[src/rtl/bits_correlator_if.sv]
// Sample-in / correlation-out bundle for the FM0 bit correlator.
// The front end drives samples as master; the correlator answers as slave.
interface bits_correlator_if #(
   parameter int BANK_WIDTH = 2,
   parameter int CORR_WIDTH = 3
);
   logic                    in_dat;
   logic                    in_vld;
   logic [BANK_WIDTH-1:0]   frequency_bank;
   logic [4*CORR_WIDTH-1:0] corr_dat;
   logic                    corr_vld;

   modport master (
      output in_dat,
      output in_vld,
      output frequency_bank,
      input  corr_dat,
      input  corr_vld
   );

   modport slave (
      input  in_dat,
      input  in_vld,
      input  frequency_bank,
      output corr_dat,
      output corr_vld
   );
endinterface

[src/rtl/bits_correlator.sv]
// Sliding-window matched-filter bank for FM0 bit decoding.
// Four template match counts over the newest L samples, L chosen per bank.
module bits_correlator #(
   parameter int LENGTH = 4,
   parameter int BANKS  = 4,
   // Window-length table, entry b at [b*CW +: CW]; this default must
   // stay in step with bits_correlator_lengths.mem used by the detector.
   parameter logic [BANKS*$clog2(LENGTH+1)-1:0] LENGTHS =
      {3'd4, 3'd3, 3'd2, 3'd4}
) (
   input logic               clk,
   input logic               rst,
   bits_correlator_if.slave  bus
);

   localparam int BW = $clog2(BANKS);
   localparam int CW = $clog2(LENGTH + 1);
   localparam logic [CW-1:0] MAX_L = CW'(LENGTH);

   logic [LENGTH-1:0] hist;
   logic [LENGTH-1:0] hist_next;
   logic [CW-1:0]     raw_len;
   logic [CW-1:0]     win_len;
   logic [CW-1:0]     half_len;
   logic [CW-1:0]     old_start;
   logic [CW-1:0]     s1;
   logic [CW-1:0]     s2;
   logic [CW-1:0]     s3;
   logic [CW-1:0]     s4;
   logic [4*CW-1:0]   corr_q;
   logic              vld_q;

   // Look up the raw window length for the selected bank.
   always_comb begin
      raw_len = '0;
      for (int b = 0; b < BANKS; b++) begin
         if (bus.frequency_bank == BW'(b)) begin
            raw_len = LENGTHS[b*CW +: CW];
         end
      end
   end

   // Clamp the length; zero or oversize entries mean the full register.
   always_comb begin
      if (raw_len == '0 || raw_len > MAX_L) begin
         win_len = MAX_L;
      end else begin
         win_len = raw_len;
      end
      half_len  = win_len >> 1;
      old_start = win_len - half_len;
   end

   // History as it will look once the current sample is shifted in.
   always_comb begin
      hist_next = LENGTH'({hist, bus.in_dat});
   end

   // Count template matches over the window, newest sample at index 0.
   always_comb begin
      s1 = '0;
      s2 = '0;
      for (int i = 0; i < LENGTH; i++) begin
         if (CW'(i) < win_len) begin
            s1 = s1 + CW'(hist_next[i]);
            if (CW'(i) >= old_start) begin
               s2 = s2 + CW'(hist_next[i]);
            end else begin
               s2 = s2 + CW'(!hist_next[i]);
            end
         end
      end
      s4 = win_len - s1;
      s3 = win_len - s2;
   end

   // Shift history and register a fresh result for each valid sample.
   always_ff @(posedge clk or posedge rst) begin
      if (rst) begin
         hist   <= '0;
         corr_q <= '0;
         vld_q  <= 1'b0;
      end else begin
         vld_q <= bus.in_vld;
         if (bus.in_vld) begin
            hist   <= hist_next;
            corr_q <= {s4, s3, s2, s1};
         end
      end
   end

   assign bus.corr_dat = corr_q;
   assign bus.corr_vld = vld_q;

endmodule

[src/flat_wrapper.sv]
// flat-port wrapper written by rule: the top's interface ports become plain ports
module bits_correlator_flat 
#(
   parameter int LENGTH = 4,
   parameter int BANKS  = 4,
                                                                     
                                                                         
   parameter logic [BANKS*$clog2(LENGTH+1)-1:0] LENGTHS =
      {3'd4, 3'd3, 3'd2, 3'd4}
)
  (clk, rst, bus_in_dat, bus_in_vld, bus_frequency_bank, bus_corr_dat, bus_corr_vld);
  bits_correlator_if #(.BANK_WIDTH(2), .CORR_WIDTH(3)) bus_i ();
  input logic clk;
  input logic rst;
  input wire logic [$bits(bus_i.in_dat)-1:0] bus_in_dat;
  input wire logic [$bits(bus_i.in_vld)-1:0] bus_in_vld;
  input wire logic [$bits(bus_i.frequency_bank)-1:0] bus_frequency_bank;
  output wire logic [$bits(bus_i.corr_dat)-1:0] bus_corr_dat;
  output wire logic [$bits(bus_i.corr_vld)-1:0] bus_corr_vld;
  assign bus_i.in_dat = bus_in_dat;
  assign bus_i.in_vld = bus_in_vld;
  assign bus_i.frequency_bank = bus_frequency_bank;
  assign bus_corr_dat = bus_i.corr_dat;
  assign bus_corr_vld = bus_i.corr_vld;
  bits_correlator #(.LENGTH(LENGTH), .BANKS(BANKS), .LENGTHS(LENGTHS)) u_core (.clk(clk), .rst(rst), .bus(bus_i));
endmodule
[config.mk]
export PLATFORM = sky130hd
export DESIGN_NAME = bits_correlator_flat
export DESIGN_NICKNAME = d
export VERILOG_FILES = /design/src/rtl/bits_correlator_if.sv /design/src/rtl/bits_correlator.sv /design/src/flat_wrapper.sv
export SDC_FILE = /design/constraint.sdc
export NUM_CORES = 1
export LEC_CHECK = 0
export ABC_AREA = 1
export CORE_ASPECT_RATIO = 1.75
export CORE_MARGIN = 2
export CORE_UTILIZATION = 47
export DETAILED_ROUTE_END_ITERATION = 8
export PLACE_DENSITY = 0.8
export SLEW_MARGIN = 20
export SYNTH_ARGS = -nofsm -noshare
export SYNTH_HDL_FRONTEND = slang
export SYNTH_SLANG_ARGS = --single-unit
[constraint.sdc]
create_clock -name clk -period 3 [get_ports clk]
set_clock_uncertainty 0.2 [all_clocks]
set_input_delay 0.45 -clock clk [delete_from_list [all_inputs] [get_ports clk]]
set_output_delay 0.45 -clock clk [all_outputs]
set_load 0.005 [all_outputs]
==> metrics <==
Clk pin slew, worst setup/hold paths 60 ps; hold buffers post-CTS 0; Antenna Cells 0; clock root cell clkbuf_8; first-pass GRT wire length 4084 µm; Hold Crit Class reg -> reg; Final Critical Period 2975 ps; # clock sinks 16; Total GRT Usage 21.84%; Slew Limit Fails 0; final setup margin 24.83 ps; largest net degree at the start of global routing 19; number of enable flip-flop cells after synthesis 0; Yosys reg bits 16; Cell Count Post-Placement 195; worst flop-to-flop path startpoint u_core.hist[0]; area share of the largest cell type after synthesis 36.00%; vias per cell 5.124; routed len/inst 12.98 µm; critical path fanouts, max 3; Final GP Congestion 0.8409; Reg2Reg Depth 16; RSZ-0062 raised after global routing yes; Initial Util 48.93%; Top Ports 19; Core ar. 2273 µm²; Worst Tran Pin Value 583.0 ps; vias 1030; Crit. End Element flop; Pre-antenna DRT Iters 4; share of cells above drive strength 1 27.84%; asr flop ratio synth 100.0%; synthesized instance count 144; Hold Violations, Final 0; Die Width 40.78 µm; total CTS buffers 3; pre-CTS WS -676.0 ps; Pwr Total 807.3 µW; Worst Hold Launch u_core.bus.corr_dat[10]; P_leak 0.7921 nW; vias in the first global route 1007; syn_nets 166; peak supply drop 0.2160 mV; final WL 2609 µm; Endpoint, Worst Hold u_core.bus.corr_dat[10]; relative slew slack 61.09%; Crit Reg-Reg Endpoint u_core.bus.corr_dat[8]; Remaining Overflow, GRT 0; Post-Syn Area per Cell 7.724 µm²; clk buf depth 2; Clock Latency Late Sink 240 ps; Synth warnings 0; Fmax achieved 336.1 MHz; aggregate negative setup slack 0 ps; CP Data Required Time 2930 ps; register area 401.6 µm²; Port Buffers 18; Seq/Total Area, Yosys 36.00%; Non-Filler Instances 201; initial antenna violation count 0; status finished, final reports clean; Final Setup Violations 0; die height 68.36 µm; fin crit share 99.17%; multi-input logic area 689.4 µm²; Rows 23; cell accounting for the most synthesized area dfrtp_1; cell breakdown of the critical path buf_4 > inv_4 > ha_4 > inv_1 > nand2_1 > nand3_2 > nand2_2 > inv_2 > ha_4 > nand2_2 > nand2_2 > ha_2 > or2_1 > and2_4 > ha_4 > fa_2 > nand3b_1 > nand3_1 > nand2_1; top_reg_cell synth dfrtp_1; max-cap violations 0; top cells by area, synth dfrtp_1 (36%), nand2_1 (16%), ha_1 (16%); r2r setup slk 80 ps; Hold Crit Depth 2; Final Net Count 200; count leader, synth nand2_1; P&R area growth vs syn 40.16%; H-tree levels 1; Final HPWL DP 2042 µm; synth unique cells 23; Routed Antenna Nets 0; slowest CP cell fa_2; crit path DAT 2910 ps; Setup Crit Path Kind in -> reg; slowest stage delay, CP 380 ps; CTS tree built; crit start category input port; DRC 0; most frequent cells after synthesis nand2_1 (48), inv_1 (18), dfrtp_1 (16), ha_1 (14), nand3_1 (11); PwrDens 517.8 nW/µm²; drt initial violations 11; die area 2787 µm²; # fillers 187; synthesized area 1112 µm²; WHS 280.4 ps
## where the power goes
part	leakage [nW]	switching (mW)	internal, mW	total (mW)
sequential	0.194	0.0283	0.262	0.291
combinational	0.576	0.158	0.202	0.361
clock	0.0216	0.0672	0.0889	0.156
## cells in the final DEF (no fill, tap or decap), types with 2 or more instances in the layout
cell,count
inv_1,16
clkbuf_8,3
nand3_2,3
nand3_1,9
inv_2,3
clkdlybuf4s50_1,15
nand2_2,5
dfrtp_1,15
ha_1,8
o21ai_0,8
buf_4,20
nor2_1,3
and2_4,2
nand2_1,45
ha_4,5
## worst max-delay path, delay by kind of cell
family / cells / cell delay [ps]
fa+ha+maj: 5 / 1170
simple gates: 10 / 1010
buf+inv: 4 / 280
## layer usage
metal,global-route usage (%),vias to the layer above,part of all wire [%]
li1,-,509,-
met1,20.93,487,35
met2,40.67,26,59
met3,1.299,8,2.1
met4,14.17,0,3.5
met5,0,-,0
## worst max path at each step
stage	from	end	slack [ps]
after floorplan	bus_frequency_bank[1]	u_core.bus.corr_dat[7]	10
after global placement	bus_frequency_bank[1]	u_core.bus.corr_dat[7]	-580
after detailed placement	bus_frequency_bank[1]	u_core.bus.corr_dat[8]	-680
after CTS	bus_frequency_bank[1]	u_core.bus.corr_dat[8]	9
after global routing	bus_frequency_bank[1]	u_core.bus.corr_dat[8]	-110
final	bus_frequency_bank[1]	u_core.bus.corr_dat[8]	20
## metrics by stage
step / cell area, µm² / util, %
after global placement: 1436 / 63.18
after detailed placement: 1436 / 63.18
after CTS: 1519 / 66.81
after floorplan: 1145 / -
final: 1559 / 68.57
after global routing: 1559 / 68.57
## registers in the layout (all words and copies together), names as in the netlist
name	flops
u_core.hist	3
u_core.bus.corr_dat	12
u_core.bus.corr_vld	1
## layout make-up
cell class | count | area share [%]
Multi-Input combinational cell | 99 | 44.22
Clock buffer | 3 | 2.648
Inverter | 21 | 5.217
Tap cell | 25 | 2.006
Sequential cell | 16 | 25.76
Timing Repair Buffer | 37 | 20.14
## repair_timing
action	4_1_cts	5_1_grt
pin swaps	7	4
resized for setup	15	9
buffers inserted	2	1
endpoints found under the setup margin	5	4
## cells by family (layout without fill, tap and decap cells)
kind of cell | Yosys count | in the layout | share of synthesized area (%)
simple gates | 70 | 70 | 27.11
buf+inv | 29 | 61 | 10.69
fa+ha+maj | 16 | 16 | 19.35
flops | 16 | 16 | 36.00
compound gates | 13 | 13 | 6.862
(Power assumes the default switching activity.)
